[config.mk]
export PLATFORM = sky130hd
export DESIGN_NAME = plugin_arith_unit
export DESIGN_NICKNAME = d
export VERILOG_FILES = /design/src/rtl/RS5_pkg.sv /design/src/rtl/plugin_seq_mul.sv /design/src/rtl/plugin_arith_unit.sv
export SDC_FILE = /design/constraint.sdc
export NUM_CORES = 1
export LEC_CHECK = 0
export BUFFER_PORTS_ARGS = -buffer_cell sky130_fd_sc_hd__buf_2
export CAP_MARGIN = 10
export CORE_ASPECT_RATIO = 1.25
export CORE_MARGIN = 10
export CORE_UTILIZATION = 55
export CTS_CLUSTER_DIAMETER = 30
export DETAILED_ROUTE_END_ITERATION = 10
export PLACE_DENSITY_LB_ADDON = 0.15
export SYNTH_ARGS = -nofsm -noshare
export SYNTH_HDL_FRONTEND = slang
export SYNTH_SLANG_ARGS = --single-unit
[constraint.sdc]
create_clock -name clk -period 7.1 [get_ports clk]
set_input_delay 1.065 -clock clk [delete_from_list [all_inputs] [get_ports clk]]
set_output_delay 1.065 -clock clk [all_outputs]
set_load 0.05 [all_outputs]
[src/rtl/RS5_pkg.sv]
// Shared types for the RS5 coprocessor plugins.
//   plugin_op_e    : operation selector carried on the 2-bit op port
//   plugin_state_e : control FSM states of plugin_arith_unit
package RS5_pkg;

  typedef enum logic [1:0] {
    OP_ADD   = 2'b00,
    OP_SUB   = 2'b01,
    OP_MUL   = 2'b10,
    OP_MULHU = 2'b11
  } plugin_op_e;

  typedef enum logic [1:0] {
    S_IDLE,
    S_LOAD,
    S_EXECUTE,
    S_FINISH
  } plugin_state_e;

endpackage

[src/rtl/plugin_seq_mul.sv]
// Iterative radix-2 unsigned shift-add multiplier, sequenced by the parent FSM.
//   clk, reset_n : clock, asynchronous active-low reset
//   init         : load multiplicand=a, multiplier=b, clear accumulator
//   step         : perform one shift-add iteration
//   a, b         : DATA_WIDTH operands
//   product      : {acc, multiplier}; full 2W product after DATA_WIDTH steps
module plugin_seq_mul #(
  parameter int DATA_WIDTH = 32
) (
  input  logic                      clk,
  input  logic                      reset_n,
  input  logic                      init,
  input  logic                      step,
  input  logic [DATA_WIDTH-1:0]     a,
  input  logic [DATA_WIDTH-1:0]     b,
  output logic [2*DATA_WIDTH-1:0]   product
);

  logic [DATA_WIDTH-1:0] acc;
  logic [DATA_WIDTH-1:0] mplier;
  logic [DATA_WIDTH-1:0] mcand;
  logic [DATA_WIDTH:0]   sum;

  always_comb begin
    sum = {1'b0, acc};
    if (mplier[0]) sum = {1'b0, acc} + {1'b0, mcand};
  end

  // The low product bits shift into the multiplier register as it is consumed.
  always_ff @(posedge clk or negedge reset_n) begin
    if (!reset_n) begin
      acc    <= '0;
      mplier <= '0;
      mcand  <= '0;
    end else if (init) begin
      acc    <= '0;
      mplier <= b;
      mcand  <= a;
    end else if (step) begin
      acc    <= sum[DATA_WIDTH:1];
      mplier <= {sum[0], mplier[DATA_WIDTH-1:1]};
    end
  end

  assign product = {acc, mplier};

endmodule

[src/rtl/plugin_arith_unit.sv]
// RS5 arithmetic coprocessor plugin: ADD, SUB, MUL (low half), MULHU.
//   clk, reset_n          : clock, asynchronous active-low reset
//   start                 : request, accepted only in IDLE
//   flush                 : abort an operation in LOAD/EXECUTE
//   op                    : 00 ADD, 01 SUB, 10 MUL, 11 MULHU
//   operand_a, operand_b  : operands
//   result, carry,
//   overflow, zero        : last completed result and flags
//   busy                  : operation in flight
//   done                  : one-cycle completion pulse
module plugin_arith_unit
  import RS5_pkg::*;
#(
  parameter int DATA_WIDTH   = 32,
  parameter int EXTRA_CYCLES = 0
) (
  input  logic                  clk,
  input  logic                  reset_n,
  input  logic                  start,
  input  logic                  flush,
  input  logic [1:0]            op,
  input  logic [DATA_WIDTH-1:0] operand_a,
  input  logic [DATA_WIDTH-1:0] operand_b,
  output logic [DATA_WIDTH-1:0] result,
  output logic                  carry,
  output logic                  overflow,
  output logic                  zero,
  output logic                  busy,
  output logic                  done
);

  localparam int CNT_W = $clog2(DATA_WIDTH + 1);
  localparam int MSB   = DATA_WIDTH - 1;

  plugin_state_e state, state_n;
  plugin_op_e    op_q;

  logic [DATA_WIDTH-1:0]   a_q, b_q;
  logic [CNT_W-1:0]        cnt;
  logic [DATA_WIDTH-1:0]   res_sh;
  logic                    carry_sh, ovf_sh;
  logic                    is_mul, is_sub;
  logic                    mul_init, mul_step;
  logic [2*DATA_WIDTH-1:0] product;

  logic [DATA_WIDTH-1:0]   addend;
  logic [DATA_WIDTH:0]     sum_ext;
  logic [DATA_WIDTH-1:0]   fin_res;
  logic                    fin_carry, fin_ovf;

  assign is_mul = (op_q == OP_MUL) || (op_q == OP_MULHU);
  assign is_sub = (op_q == OP_SUB);

  plugin_seq_mul #(.DATA_WIDTH(DATA_WIDTH)) u_mul (
    .clk     (clk),
    .reset_n (reset_n),
    .init    (mul_init),
    .step    (mul_step),
    .a       (a_q),
    .b       (b_q),
    .product (product)
  );

  // SUB is a + ~b + 1; overflow when both addends share a sign the sum lacks.
  always_comb begin
    addend  = is_sub ? ~b_q : b_q;
    sum_ext = {1'b0, a_q} + {1'b0, addend} + (DATA_WIDTH+1)'(is_sub);
  end

  always_comb begin
    fin_res   = res_sh;
    fin_carry = carry_sh;
    fin_ovf   = ovf_sh;
    if (op_q == OP_MUL) begin
      fin_res   = product[DATA_WIDTH-1:0];
      fin_carry = 1'b0;
      fin_ovf   = |product[2*DATA_WIDTH-1:DATA_WIDTH];
    end else if (op_q == OP_MULHU) begin
      fin_res   = product[2*DATA_WIDTH-1:DATA_WIDTH];
      fin_carry = 1'b0;
      fin_ovf   = 1'b0;
    end
  end

  always_ff @(posedge clk or negedge reset_n) begin
    if (!reset_n) state <= S_IDLE;
    else          state <= state_n;
  end

  always_comb begin
    state_n  = state;
    mul_init = 1'b0;
    mul_step = 1'b0;
    case (state)
      S_IDLE: begin
        if (start && !flush) state_n = S_LOAD;
      end
      S_LOAD: begin
        if (flush) begin
          state_n = S_IDLE;
        end else begin
          state_n  = S_EXECUTE;
          mul_init = is_mul;
        end
      end
      S_EXECUTE: begin
        if (flush)           state_n = S_IDLE;
        else if (cnt == '0)  state_n = S_FINISH;
        else                 mul_step = is_mul;
      end
      S_FINISH: state_n = S_IDLE;
      default:  state_n = S_IDLE;
    endcase
  end

  always_ff @(posedge clk or negedge reset_n) begin
    if (!reset_n) begin
      op_q     <= OP_ADD;
      a_q      <= '0;
      b_q      <= '0;
      cnt      <= '0;
      res_sh   <= '0;
      carry_sh <= 1'b0;
      ovf_sh   <= 1'b0;
      result   <= '0;
      carry    <= 1'b0;
      overflow <= 1'b0;
      zero     <= 1'b0;
      busy     <= 1'b0;
      done     <= 1'b0;
    end else begin
      case (state)
        S_IDLE: begin
          done <= 1'b0;
          busy <= 1'b0;
          if (start && !flush) begin
            op_q <= plugin_op_e'(op);
            a_q  <= operand_a;
            b_q  <= operand_b;
            busy <= 1'b1;
          end
        end
        S_LOAD: begin
          if (flush) begin
            busy <= 1'b0;
          end else if (is_mul) begin
            cnt <= CNT_W'(DATA_WIDTH);
          end else begin
            res_sh   <= sum_ext[DATA_WIDTH-1:0];
            carry_sh <= sum_ext[DATA_WIDTH] ^ is_sub;
            ovf_sh   <= (a_q[MSB] == addend[MSB]) && (sum_ext[MSB] != a_q[MSB]);
            cnt      <= CNT_W'(EXTRA_CYCLES);
          end
        end
        S_EXECUTE: begin
          if (flush)             busy <= 1'b0;
          else if (cnt != '0)    cnt  <= cnt - CNT_W'(1);
        end
        S_FINISH: begin
          result   <= fin_res;
          carry    <= fin_carry;
          overflow <= fin_ovf;
          zero     <= (fin_res == '0);
          busy     <= 1'b0;
          done     <= 1'b1;
        end
        default: begin
          busy <= 1'b0;
          done <= 1'b0;
        end
      endcase
    end
  end

endmodule

## Yosys cells after proc, flatten, opt, wreduce, memory -nomap -nowiden

Index checks and enable logic that the tools add are counted.
Widths: inputs -> output; s select.

- Flip-flop bits (word level): 241
- Input port bits: 70
- Output and inout bits: 37
- Word-level logic and storage cells: 87

- Add/sub/neg operators: 4
- Eq/ne operators: 14
- Multiplexer cells: 31
- Bitwise operators: 4
- Reductions and logical operators: 17

Operators with widths:

| kind | number |
|---|---|
| $mux 32 | 7 |
| $add 32x32->33 | 2 |
| $add 33x1->33 | 1 |
| $mux 33 | 1 |
| $logic_not 32->1 | 1 |
| $not 32->32 | 1 |
| $reduce_or 32->1 | 1 |
| $mux 6 | 4 |
| $pmux 6 s2 | 1 |
| $mux 1 | 11 |
| $eq 2x2->1 const B | 4 |
| $mux 2 | 4 |
| $ne 2x2->1 const B | 4 |
| $pmux 2 s4 | 1 |
| $logic_not 6->1 | 1 |
| $reduce_bool 2->1 | 3 |
| $reduce_bool 6->1 | 1 |
| $sub 6x1->6 const B | 1 |
| $eq 2x1->1 const B | 2 |
| $reduce_and 2->1 | 2 |
| $reduce_and 4->1 | 1 |
| $ne 3x3->1 const B | 1 |
| $pmux 1 s3 | 1 |
| $reduce_and 3->1 | 1 |
| 11 further kinds | 13 |

## Longest topological paths before layout

Gate-level depths: netlist of the first run.

- Word-level depth: 7
- Depth in mapped cells: 18
- Depth with buffers taken out: 13

## By module

Synthesis of the first run repeated with hierarchy kept, for this count alone.

- Cells, all modules: 1487
- Area, all modules: 14621.5 µm²

Modules (own cells, without submodules):

| module | instances | cells an instance | area an instance (µm²) | sequential area each (µm²) |
|---|---|---|---|---|
| plugin_arith_unit | 1 | 849 | 8587.0 | 3628.5 |
| plugin_seq_mul | 1 | 638 | 6034.5 | 2402.3 |

## Worst setup path before layout of the first run

OpenSTA, ideal clock, no wires.

- Path type: reg2reg
- Start point: reg op_q[1]
- End point: reg ovf_sh
- Library setup time: 0.129 ns
- Arrival: 3.722 ns
- Data required time: 6.971 ns
- Slack: 3.249 ns
- Cell stages (with the launch flop): 17
- Path buffers: 5
- Clock period less this slack: 3.851 ns
- Cells stage by stage: dfrtp_1 clkbuf_1 clkbuf_1 nand2b_1 clkbuf_1 buf_1 xnor2_1 ha_1 nand3_1 or4_4 a2111oi_2 or2_1 buf_4 a211oi_2 o21bai_2 xnor2_1 o31ai_2

- Longest elaborated chain between the ends: 6
- Elaborated cells on any way between the ends: 12
- Those cells by class: add/sub (2); eq/ne (5); mux (1); bitwise (1); reduce/logical (3)

RTL lines:

| item | RTL line | RTL |
|---|---|---|
| from (decl) | plugin_arith_unit.sv:36 | `plugin_op_e op_q;` |
| from (signal assigned) | plugin_arith_unit.sv:137 | `op_q <= plugin_op_e'(op);` |
| $eq 2x1->1 | plugin_arith_unit.sv:52 | `assign is_sub = (op_q == OP_SUB);` |
| $mux 32 | plugin_arith_unit.sv:66 | `addend = is_sub ? ~b_q : b_q;` |
| $add 32x32->33 | plugin_arith_unit.sv:67 | `sum_ext = {1'b0, a_q} + {1'b0, addend} + (DATA_WIDTH+1)'(is_sub);` |
| $add 33x1->33 | plugin_arith_unit.sv:67 |  |
| $ne 1x1->1 | plugin_arith_unit.sv:151 | `ovf_sh <= (a_q[MSB] == addend[MSB]) && (sum_ext[MSB] != a_q[MSB]);` |
| $logic_and 1x1->1 | plugin_arith_unit.sv:151 |  |
| to (signal assigned) | plugin_arith_unit.sv:151 |  |
| to (decl) | plugin_arith_unit.sv:41 | `logic carry_sh, ovf_sh;` |

Several ways; a longest one is shown, not always the timed one.
A chain may end at the register's enable or synchronous reset.

## Worst setup path in the final report of the first run

- Start point: reg op_q[0]
- End point: reg carry_sh

- Longest elaborated chain between the ends: 5
- Elaborated cells on any way between the ends: 10
- Those cells by class: add/sub (2); eq/ne (3); mux (1); bitwise (2); reduce/logical (2)

RTL lines:

| item | RTL line | RTL |
|---|---|---|
| $eq 2x1->1 | plugin_arith_unit.sv:52 |  |
| $mux 32 | plugin_arith_unit.sv:66 |  |
| $add 32x32->33 | plugin_arith_unit.sv:67 |  |
| $add 33x1->33 | plugin_arith_unit.sv:67 |  |
| $xor 1x1->1 | plugin_arith_unit.sv:150 | `carry_sh <= sum_ext[DATA_WIDTH] ^ is_sub;` |
| to (signal assigned) | plugin_arith_unit.sv:150 |  |
| to (decl) | plugin_arith_unit.sv:41 |  |

Several ways; a longest one is shown, not always the timed one.

==> flow_summary_export.csv, run 1 <==
group,metric,value,unit
critical_path,cp-start-kind,"flop",
logic_synthesis,synth-edff-count,0,
logic_synthesis,synth_seq_area_share,43.5,%
clocking,cts_tree,"built",
die,die_h,197,um
logic_synthesis,ys.warnings.count,0,
die,dieArea,32000,sq um
placement,hpwl,27600,um
placement,gp_congestion,0.913,
logic_synthesis,syn_area,13800,sq um
finish,multi_input_area,7460,sq um
hold_path,hold_path.class,"reg -> reg",
clocking,numCtsBuffers,45,
finish,synthToLayoutAreaGrowth,16.9,%
drt,route.detailed.drc,0,
grt,grt_start_max_net_pins,126,
grt,grt_pass1_wl,60200,um
logic_synthesis,synth-main-ff-cell,"dfrtp_1",
timing,tightest_slew,1.12,ns
die,die_w,162,um
die,fp.coreArea,24700,sq um
grt,grt_pass1_vias,11200,
clocking,holdBufCountCts,0,
clocking,clkSlewWorstSetupHoldPaths,0.05,ns
finish,fin_nets,1588,
timing,finClkSkew,0.0157,ns
drt,ant_nets,0,
finish,final_cell_mix,"239 x dfrtp_1, 132 x mux2_2, 117 x a21oi_1, 111 x nor2_1, 105 x buf_2",
run_status,status,"completed",
timing,fin_crit,5.17,ns
die,rows,64,
critical_path,critPathRequiredTime,7.47,ns
finish,layout_commonest_cell,"dfrtp_1",
drt,drtIter0Drc,709,
finish,antenna_cells,0,
clocking,cts_max_level,2,
critical_path,path_class,"reg -> reg",
clocking,clock-sinks,241,
grt,track_usage,23.5,%
grt,grt-ovfl-total,0,
timing,slew_violations,0,
timing,slew_headroom,25.0,%
die,pin_count,107,
finish,drive_above_1_share,23.6,%
logic_synthesis,avgSynthCellArea,10.2,sq um
finish,regArea,6030,sq um
critical_path,cp.arrival,5.54,ns
timing,max_freq,193,MHz
clocking,clkLatencyLatePin,0.54,ns
logic_synthesis,yosys_register_bits,241,
timing,setup_tns,0,ns
logic_synthesis,async_flop_share,100,%
die,initial_utilization,56.1,%
drt,first_pass_iters,5,
logic_synthesis,synth_fp_nets,1501,
placement,port_buffers,106,
logic_synthesis,synth_cells,1360,
critical_path,cp-end-kind,"flop",
critical_path,reg2reg_slack,1.93,ns
timing,grt_setup_unrepaired,"no",
grt,antenna_found_initial,0,
drt,wl,37800,um
critical_path,crit_path_max_fanout,36,
run,drv_cap,0,
timing,setup_viol,0,
drt,wire_per_inst,20.9,um
logic_synthesis,synth_cell_types,69,
finish,nFillCells,2021,
timing,timing.final.crit_share,72.8,%
clocking,post_cts_resize_count,0,
timing,hold_viol_final,0,
drt,vias_per_cell,5.94,
clocking,cts.path.max_buffers,3,
clocking,cts_setup_buffers,0,
clocking,cts_root_buf,"clkbuf_16",
drt,vias,10800,
==> cells in the mapped netlist, drive strengths merged, types with 12 or more instances <==
master / n / area, sq um
and3: 12 / 75.1
ha: 69 / 863
nand3: 15 / 75.1
o21ai: 95 / 479
a21o: 37 / 278
a21oi: 117 / 586
mux2: 132 / 1490
inv: 20 / 75.1
dfrtp: 241 / 6030
mux2i: 56 / 561
nor4: 19 / 119
xor2: 31 / 272
nor2: 111 / 417
xnor2: 60 / 526
o22ai: 23 / 144
clkbuf: 61 / 229
nand2: 92 / 345
buf: 14 / 63.8
==> final cells by class <==
cell class,instances,share of cell area (%)
flip-flops and latches,241,37.3
well taps,330,2.55
clock buffers,54,7.74
repair buffers,115,3.76
multi-input cells,1024,46.1
inverters,20,0.464
clock inverters,29,2.14
==> cells by family after synthesis <==
kind of cell / synth area share, %
buffers and inverters: 2.66
AND/OR/NAND/NOR: 10.3
XOR/XNOR: 5.76
AO/OA/AOI/OAI: 16.4
adder cells (fa/ha/maj): 6.52
multiplexers: 14.8
flip-flops: 43.5
==> critical path: stages, from the launching register on <==
cell,delay [ns]
dfrtp_2,1.03
nand2b_2,0.83
xnor2_1,0.46
inv_1,0.09
fa_1,0.41
nor2b_1,0.16
o21bai_1,0.11
a2111oi_0,0.69
nor2_1,0.18
a211oi_1,0.37
nor3_1,0.17
o21ai_0,0.24
xor2_1,0.15
o21ai_0,0.09
==> per-layer routing <==
| layer | track usage [%] | up-vias | wire length (um) |
|---|---|---|---|
| met5 | 0 | - | 0 |
| met4 | 11.9 | 0 | 1880 |
| met3 | 3.54 | 93 | 1520 |
| met2 | 42.2 | 274 | 19600 |
| met1 | 26.4 | 5250 | 14900 |
| li1 | - | 5144 | - |
==> final timing paths <==
path                       depth (start not counted)       start       endpoint
hold / removal                                     2  res_sh[13]     res_sh[13]
setup reg to reg                                  13     op_q[0]       carry_sh
min in group asynchronous                          1     reset_n         a_q[5]
setup / recovery                                  13     op_q[0]       carry_sh
max in group asynchronous                          2     reset_n  u_mul.acc[15]
hold reg to reg                                    2  res_sh[13]     res_sh[13]
==> state kept, by name, indices dropped and copies added (netlist names), 2 cells and up <==
register / count
res_sh: 32
cnt: 6
u_mul.mcand: 32
a_q: 32
u_mul.mplier: 32
state: 2
b_q: 32
result: 32
u_mul.acc: 32
op_q: 2
==> metrics by stage <==
stage | setup slack (ns) | std cells | utilization, % | area (sq um) | hold WS, ns
5_1_grt | 1.53 | 1813 | 65.7 | 16200 | 0.501
3_3_place_gp | 2.06 | 1730 | 59.2 | 14600 | 0.463
4_1_cts | 1.97 | 1813 | 65.7 | 16200 | 0.481
6_report | 1.93 | 1813 | 65.7 | 16200 | 0.480
2_1_floorplan | 3.25 | 1360 | - | 13800 | 0.450
3_5_place_dp | 2.01 | 1730 | 59.2 | 14600 | 0.471
Power of run 1 is left out: the tool's default activity adds up to more than one toggle a clock period on the data nets, which glitch-free logic cannot reach.
==> run 2, diff against run 1 <==
==> constraint.sdc (replaced) <==
create_clock -name clk -period 5.3 [get_ports clk]
set_input_delay 0.795 -clock clk [delete_from_list [all_inputs] [get_ports clk]]
set_output_delay 0.795 -clock clk [all_outputs]
set_load 0.05 [all_outputs]
==> run 2 against run 1 <==
Sequential share of layout area is 0.21 points lower. Register-to-register slack worse by 1.0 ns. Critical path type unchanged. Global-route usage is 0.95 points higher. Critical path depth stayed put. Non-clock buffer count is 3 higher. Largest cell class unchanged.
==> flow_summary_export.csv, run 2 (synthesis gave the netlist of run 1 again) <==
group,metric,value,unit
grt,track_usage,24.4,%
drt,wl,39200,um
clocking,numCtsBuffers,46,
grt,antenna_found_initial,0,
run,drv_cap,0,
clocking,cts.path.max_buffers,3,
grt,grt_pass1_wl,62300,um
finish,drive_above_1_share,23.6,%
placement,dpl_cell_area,14600,sq um
die,initial_utilization,56.1,%
timing,finClkSkew,0.0173,ns
critical_path,cp-start-kind,"flop",
critical_path,crit_buf_inv,1,
placement,gp_congestion,0.936,
critical_path,path_class,"reg -> reg",
finish,layout_commonest_cell,"dfrtp_1",
timing,slew_violations,0,
clocking,clkSlewWorstSetupHoldPaths,0.05,ns
drt,drtIter0Drc,689,
finish,fin_nets,1592,
clocking,cts_setup_buffers,0,
drt,wire_per_inst,21.6,um
timing,hold_ws,0.230,ns
finish,antenna_cells,0,
grt,grt_pass1_vias,11300,
die,pin_count,107,
grt,grt_start_max_net_pins,119,
finish,regArea,6030,sq um
placement,hpwl,28700,um
drt,ant_nets,0,
finish,synthToLayoutAreaGrowth,17.6,%
drt,first_pass_iters,5,
critical_path,rr_worst_depth,13,
clocking,cts_max_level,2,
critical_path,cpMaxStageDelayCell,"nand2b_2",
hold_path,hold_path.class,"in -> async",
placement,dp_slack,0.909,ns
finish,nFillCells,2023,
die,die_w,162,um
die,rows,64,
critical_path,critPathRequiredTime,5.66,ns
critical_path,crit_path_max_fanout,32,
drt,vias,10900,
timing,setup_tns,0,ns
timing,setup_viol,0,
timing,hold_viol_final,0,
timing,slew_headroom,26.2,%
clocking,cts_tree,"built",
placement,port_buffers,106,
clocking,holdBufCountCts,0,
run_status,status,"completed",
timing,fin_crit,4.40,ns
drt,route.detailed.drc,0,
die,dieArea,32000,sq um
timing,max_freq,227,MHz
drt,vias_per_cell,5.99,
die,fp.coreArea,24700,sq um
clocking,clkLatencyLatePin,0.54,ns
critical_path,cp-end-kind,"flop",
timing,timing.final.crit_share,83.0,%
timing,tightest_slew,1.11,ns
critical_path,cpLargestDelayFamily,"compound AO/OA/AOI/OAI gates",
grt,grt-ovfl-total,0,
clocking,clock-sinks,241,
critical_path,crit_top_cell,"o21ai_0",
timing,setup_slack,0.899,ns
critical_path,cp_cell_sequence,"nand2b_2 -> xnor2_1 -> inv_1 -> fa_1 -> nor2b_1 -> o21bai_1 -> a2111oi_0 -> nor2_1 -> a211oi_1 -> nor3_1 -> o21ai_0 -> xor2_1 -> o21ai_0",
timing,grt_setup_unrepaired,"no",
finish,multi_input_area,7460,sq um
critical_path,critPathMaxStageDelay,0.78,ns
critical_path,path_depth,13,
critical_path,cp.arrival,4.76,ns
finish,design_area,16300,sq um
clocking,post_cts_resize_count,0,
finish,final_cell_mix,"239 x dfrtp_1, 132 x mux2_2, 117 x a21oi_1, 111 x nor2_1, 105 x buf_2",
clocking,cts_root_buf,"clkbuf_16",
die,die_h,197,um
[run 2: final timing paths]
check	start	endpoint	slack, ns
worst min register to register	res_sh[11]	res_sh[11]	0.47
worst min-delay path	reset_n	u_mul.mcand[5]	0.23
max in group asynchronous	reset_n	b_q[15]	3.97
worst max register to register	op_q[1]	carry_sh	0.90
worst max-delay path	op_q[1]	carry_sh	0.90
min in group clk	res_sh[11]	res_sh[11]	0.47
[run 2: through the flow]
| step | utilization (%) | cells |
|---|---|---|
| after floorplan | - | 1360 |
| after global placement | 59.3 | 1733 |
| after detailed placement | 59.3 | 1733 |
| after CTS | 66.0 | 1819 |
| after global routing | 66.0 | 1819 |
| final | 66.0 | 1819 |
[run 2: per-layer routing]
metal | vias up | track usage (%) | wire [um]
met5 | - | 0 | 0
met4 | 0 | 12.6 | 2080
met3 | 100 | 3.84 | 1730
met2 | 319 | 43.9 | 20100
met1 | 5323 | 27.3 | 15300
li1 | 5156 | - | -
[run 2: cell type report]
type                            instances  area share [%]
Tap cell                              330            2.54
Inverter                               20           0.461
Clock buffer                           59            7.80
Sequential cell                       241            37.1
Clock inverter                         27            2.36
Timing Repair Buffer                  118            3.95
Multi-Input combinational cell       1024            45.8
Power of run 2 is left out for the same reason.
==> run 3, diff against run 2 <==
--- a/config.mk
+++ b/config.mk
@@ -5,6 +5,7 @@
 export SDC_FILE = /design/constraint.sdc
 export NUM_CORES = 1
 export LEC_CHECK = 0
+export ABC_AREA = 1
 export BUFFER_PORTS_ARGS = -buffer_cell sky130_fd_sc_hd__buf_2
 export CAP_MARGIN = 10
 export CORE_ASPECT_RATIO = 1.25
==> constraint.sdc (replaced) <==
create_clock -name clk -period 4.6 [get_ports clk]
set_input_delay 0.69 -clock clk [delete_from_list [all_inputs] [get_ports clk]]
set_output_delay 0.69 -clock clk [all_outputs]
set_load 0.05 [all_outputs]
==> run 3 against run 2 <==
Global-route usage increased by 4.0 points. Routed wire length increased by 27%. Area after synthesis grew 8.9%. Worst hold slack worse by 0.12 ns. Synthesized cell count grew 50%. Register-to-register slack worse by 0.11 ns. Utilization decreased by 0.59 points. Die area rose by 7.8%. Maximum frequency grew 16%. Worst setup slack worse by 0.11 ns.
==> flow_summary_export.csv, run 3 <==
group,metric,value,unit
logic_synthesis,async_flop_share,100,%
timing,finClkSkew,0.0218,ns
critical_path,crit_top_cell,"nand2_1",
run_status,status,"completed",
drt,wire_per_inst,19.7,um
finish,drive_above_1_share,12.6,%
clocking,clkLatencyLatePin,0.56,ns
timing,tightest_slew,1.02,ns
clocking,post_cts_resize_count,0,
timing,hold_ws,0.109,ns
logic_synthesis,synth-main-ff-cell,"dfrtp_1",
drt,route.detailed.drc,0,
drt,drtIter0Drc,1451,
die,die_h,205,um
hold_path,hold_path.class,"in -> async",
logic_synthesis,yosysTopAreaCell,"dfrtp_1",
finish,synthToLayoutAreaGrowth,16.8,%
logic_synthesis,ys.warnings.count,0,
drt,first_pass_iters,6,
clocking,numCtsBuffers,49,
timing,slew_headroom,32.0,%
finish,multi_input_area,7810,sq um
critical_path,cp.arrival,4.29,ns
timing,setup_viol,0,
clocking,clkSlewWorstSetupHoldPaths,0.05,ns
die,initial_utilization,56.0,%
critical_path,critPathMaxStageDelay,0.71,ns
placement,gp_congestion,0.993,
placement,dp_cells,2436,
critical_path,cpMaxStageDelayCell,"dfrtp_1",
clocking,cts_setup_buffers,0,
logic_synthesis,synth_top_area_share,40.0,%
critical_path,path_class,"reg -> reg",
timing,hold_viol_final,0,
timing,timing.final.crit_share,82.8,%
die,fp.coreArea,26900,sq um
critical_path,crit_path_max_fanout,27,
logic_synthesis,synth_common_cells,"632 x nand2_1, 248 x inv_1, 241 x dfrtp_1, 177 x nor2_1, 135 x a21oi_1",
run,drv_cap,0,
clocking,cts_max_level,2,
grt,track_usage,28.4,%
placement,hpwl,38300,um
finish,final_cells,2527,
critical_path,worstSetupStartpoint,"op_q[1]",
timing,max_freq,263,MHz
drt,vias,14300,
die,rows,67,
clocking,clock-sinks,241,
clocking,holdBufCountCts,0,
critical_path,path_depth,14,
logic_synthesis,synth_seq_area_share,40.0,%
logic_synthesis,ys_top_cells_by_area,"dfrtp_1 40%, nand2_1 16%, inv_1 6.2%",
critical_path,cp_cell_sequence,"inv_2 -> nand2_2 -> buf_4 -> xor2_1 -> ha_1 -> nand2_1 -> inv_1 -> nand2_1 -> nor3_1 -> nand4_1 -> nand3b_1 -> or2_2 -> nand3_1 -> nand2_1",
grt,grt_pass1_wl,78100,um
drt,vias_per_cell,5.67,
finish,antenna_cells,0,
grt,grt-ovfl-total,0,
clocking,cts_root_buf,"clkbuf_16",
logic_synthesis,yosysMostFrequentCell,"nand2_1",
timing,slew_violations,0,
logic_synthesis,synth_fp_nets,2178,
die,pin_count,107,
finish,final_cell_mix,"630 x nand2_1, 248 x inv_1, 241 x dfrtp_1, 177 x nor2_1, 135 x a21oi_1",
finish,layout_commonest_cell,"nand2_1",
logic_synthesis,synth-edff-count,0,
logic_synthesis,yosys_register_bits,241,
timing,setup_tns,0,ns
critical_path,critPathRequiredTime,5.08,ns
finish,regArea,6030,sq um
critical_path,cpLargestDelayFamily,"simple AND/OR/NAND/NOR gates",
finish,fin_nets,2283,
die,dieArea,34500,sq um
clocking,cts_tree,"built",
placement,dpl_cell_area,15900,sq um
grt,grt_start_max_net_pins,89,
logic_synthesis,syn_area,15100,sq um
clocking,cts.path.max_buffers,3,
critical_path,cp-end-kind,"flop",
logic_synthesis,synth_cells,2037,
grt,antenna_found_initial,0,
critical_path,rr_worst_depth,14,
critical_path,cp-start-kind,"flop",
die,die_w,168,um
logic_synthesis,avgSynthCellArea,7.40,sq um
grt,grt_pass1_vias,14200,
timing,fin_crit,3.81,ns
drt,wl,49800,um
drt,ant_nets,0,
timing,grt_setup_unrepaired,"no",
finish,nFillCells,2368,
critical_path,reg2reg_from,"op_q[1]",
placement,port_buffers,106,
logic_synthesis,synth_cell_types,43,
critical_path,crit_buf_inv,3,
finish,design_area,17600,sq um
==> run 3: cell count changes in the layout (fill, tap and decap cells not counted), sizes merged, moves of 45 or more <==
cell | before | now
inv | 23 | 262
xnor2 | 60 | 15
mux2 | 132 | 29
nor2 | 111 | 180
nand2 | 92 | 634
nand3 | 15 | 100
mux2i | 56 | 0
==> run 3: logic make-up after synthesis <==
| kind of cell | Yosys count | share of synthesized area (%) |
|---|---|---|
| and+or+nand+nor | 1000 | 27.2 |
| buffers and inverters | 323 | 8.24 |
| AOI/OAI and AO/OA | 312 | 12.9 |
| DFF | 241 | 40.0 |
| adders and majority gates | 71 | 5.99 |
| xor gates and xnor gates | 61 | 3.54 |
| muxes | 29 | 2.17 |
==> run 3: layer usage <==
layer | global-route usage, % | share of wire (%) | routed length, um | vias up
li1 | - | - | - | 6888
met4 | 10.3 | 3.2 | 1610 | 0
met5 | 0 | 0 | 0 | -
met2 | 48.1 | 49 | 24200 | 591
met3 | 4.12 | 6.6 | 3300 | 98
met1 | 36.3 | 41 | 20700 | 6746
==> run 3: final timing paths <==
path	endpoint	slack, ns
max in group asynchronous	res_sh[30]	3.48
worst max register to register	res_sh[18]	0.79
worst min-delay path	a_q[6]	0.11
min in group clk	a_q[29]	0.37
worst min register to register	result[10]	0.47
worst max-delay path	res_sh[18]	0.79
==> run 3: area by class of cell <==
type,count,share of cell area (%)
clock buffers,64,7.98
repair buffers,122,3.82
inverters,255,5.44
well taps,345,2.45
flip-flops and latches,241,34.3
multi-input cells,1473,44.4
clock inverters,27,1.68
==> run 3: metrics by stage <==
| step | setup slack, ns | utilization, % |
|---|---|---|
| floorplan | 2.19 | - |
| global placement | 0.795 | 59.1 |
| detailed placement | 0.786 | 59.1 |
| CTS | 0.783 | 65.4 |
| global route | 0.647 | 65.4 |
| finish | 0.793 | 65.4 |
Power of run 3 is left out for the same reason.
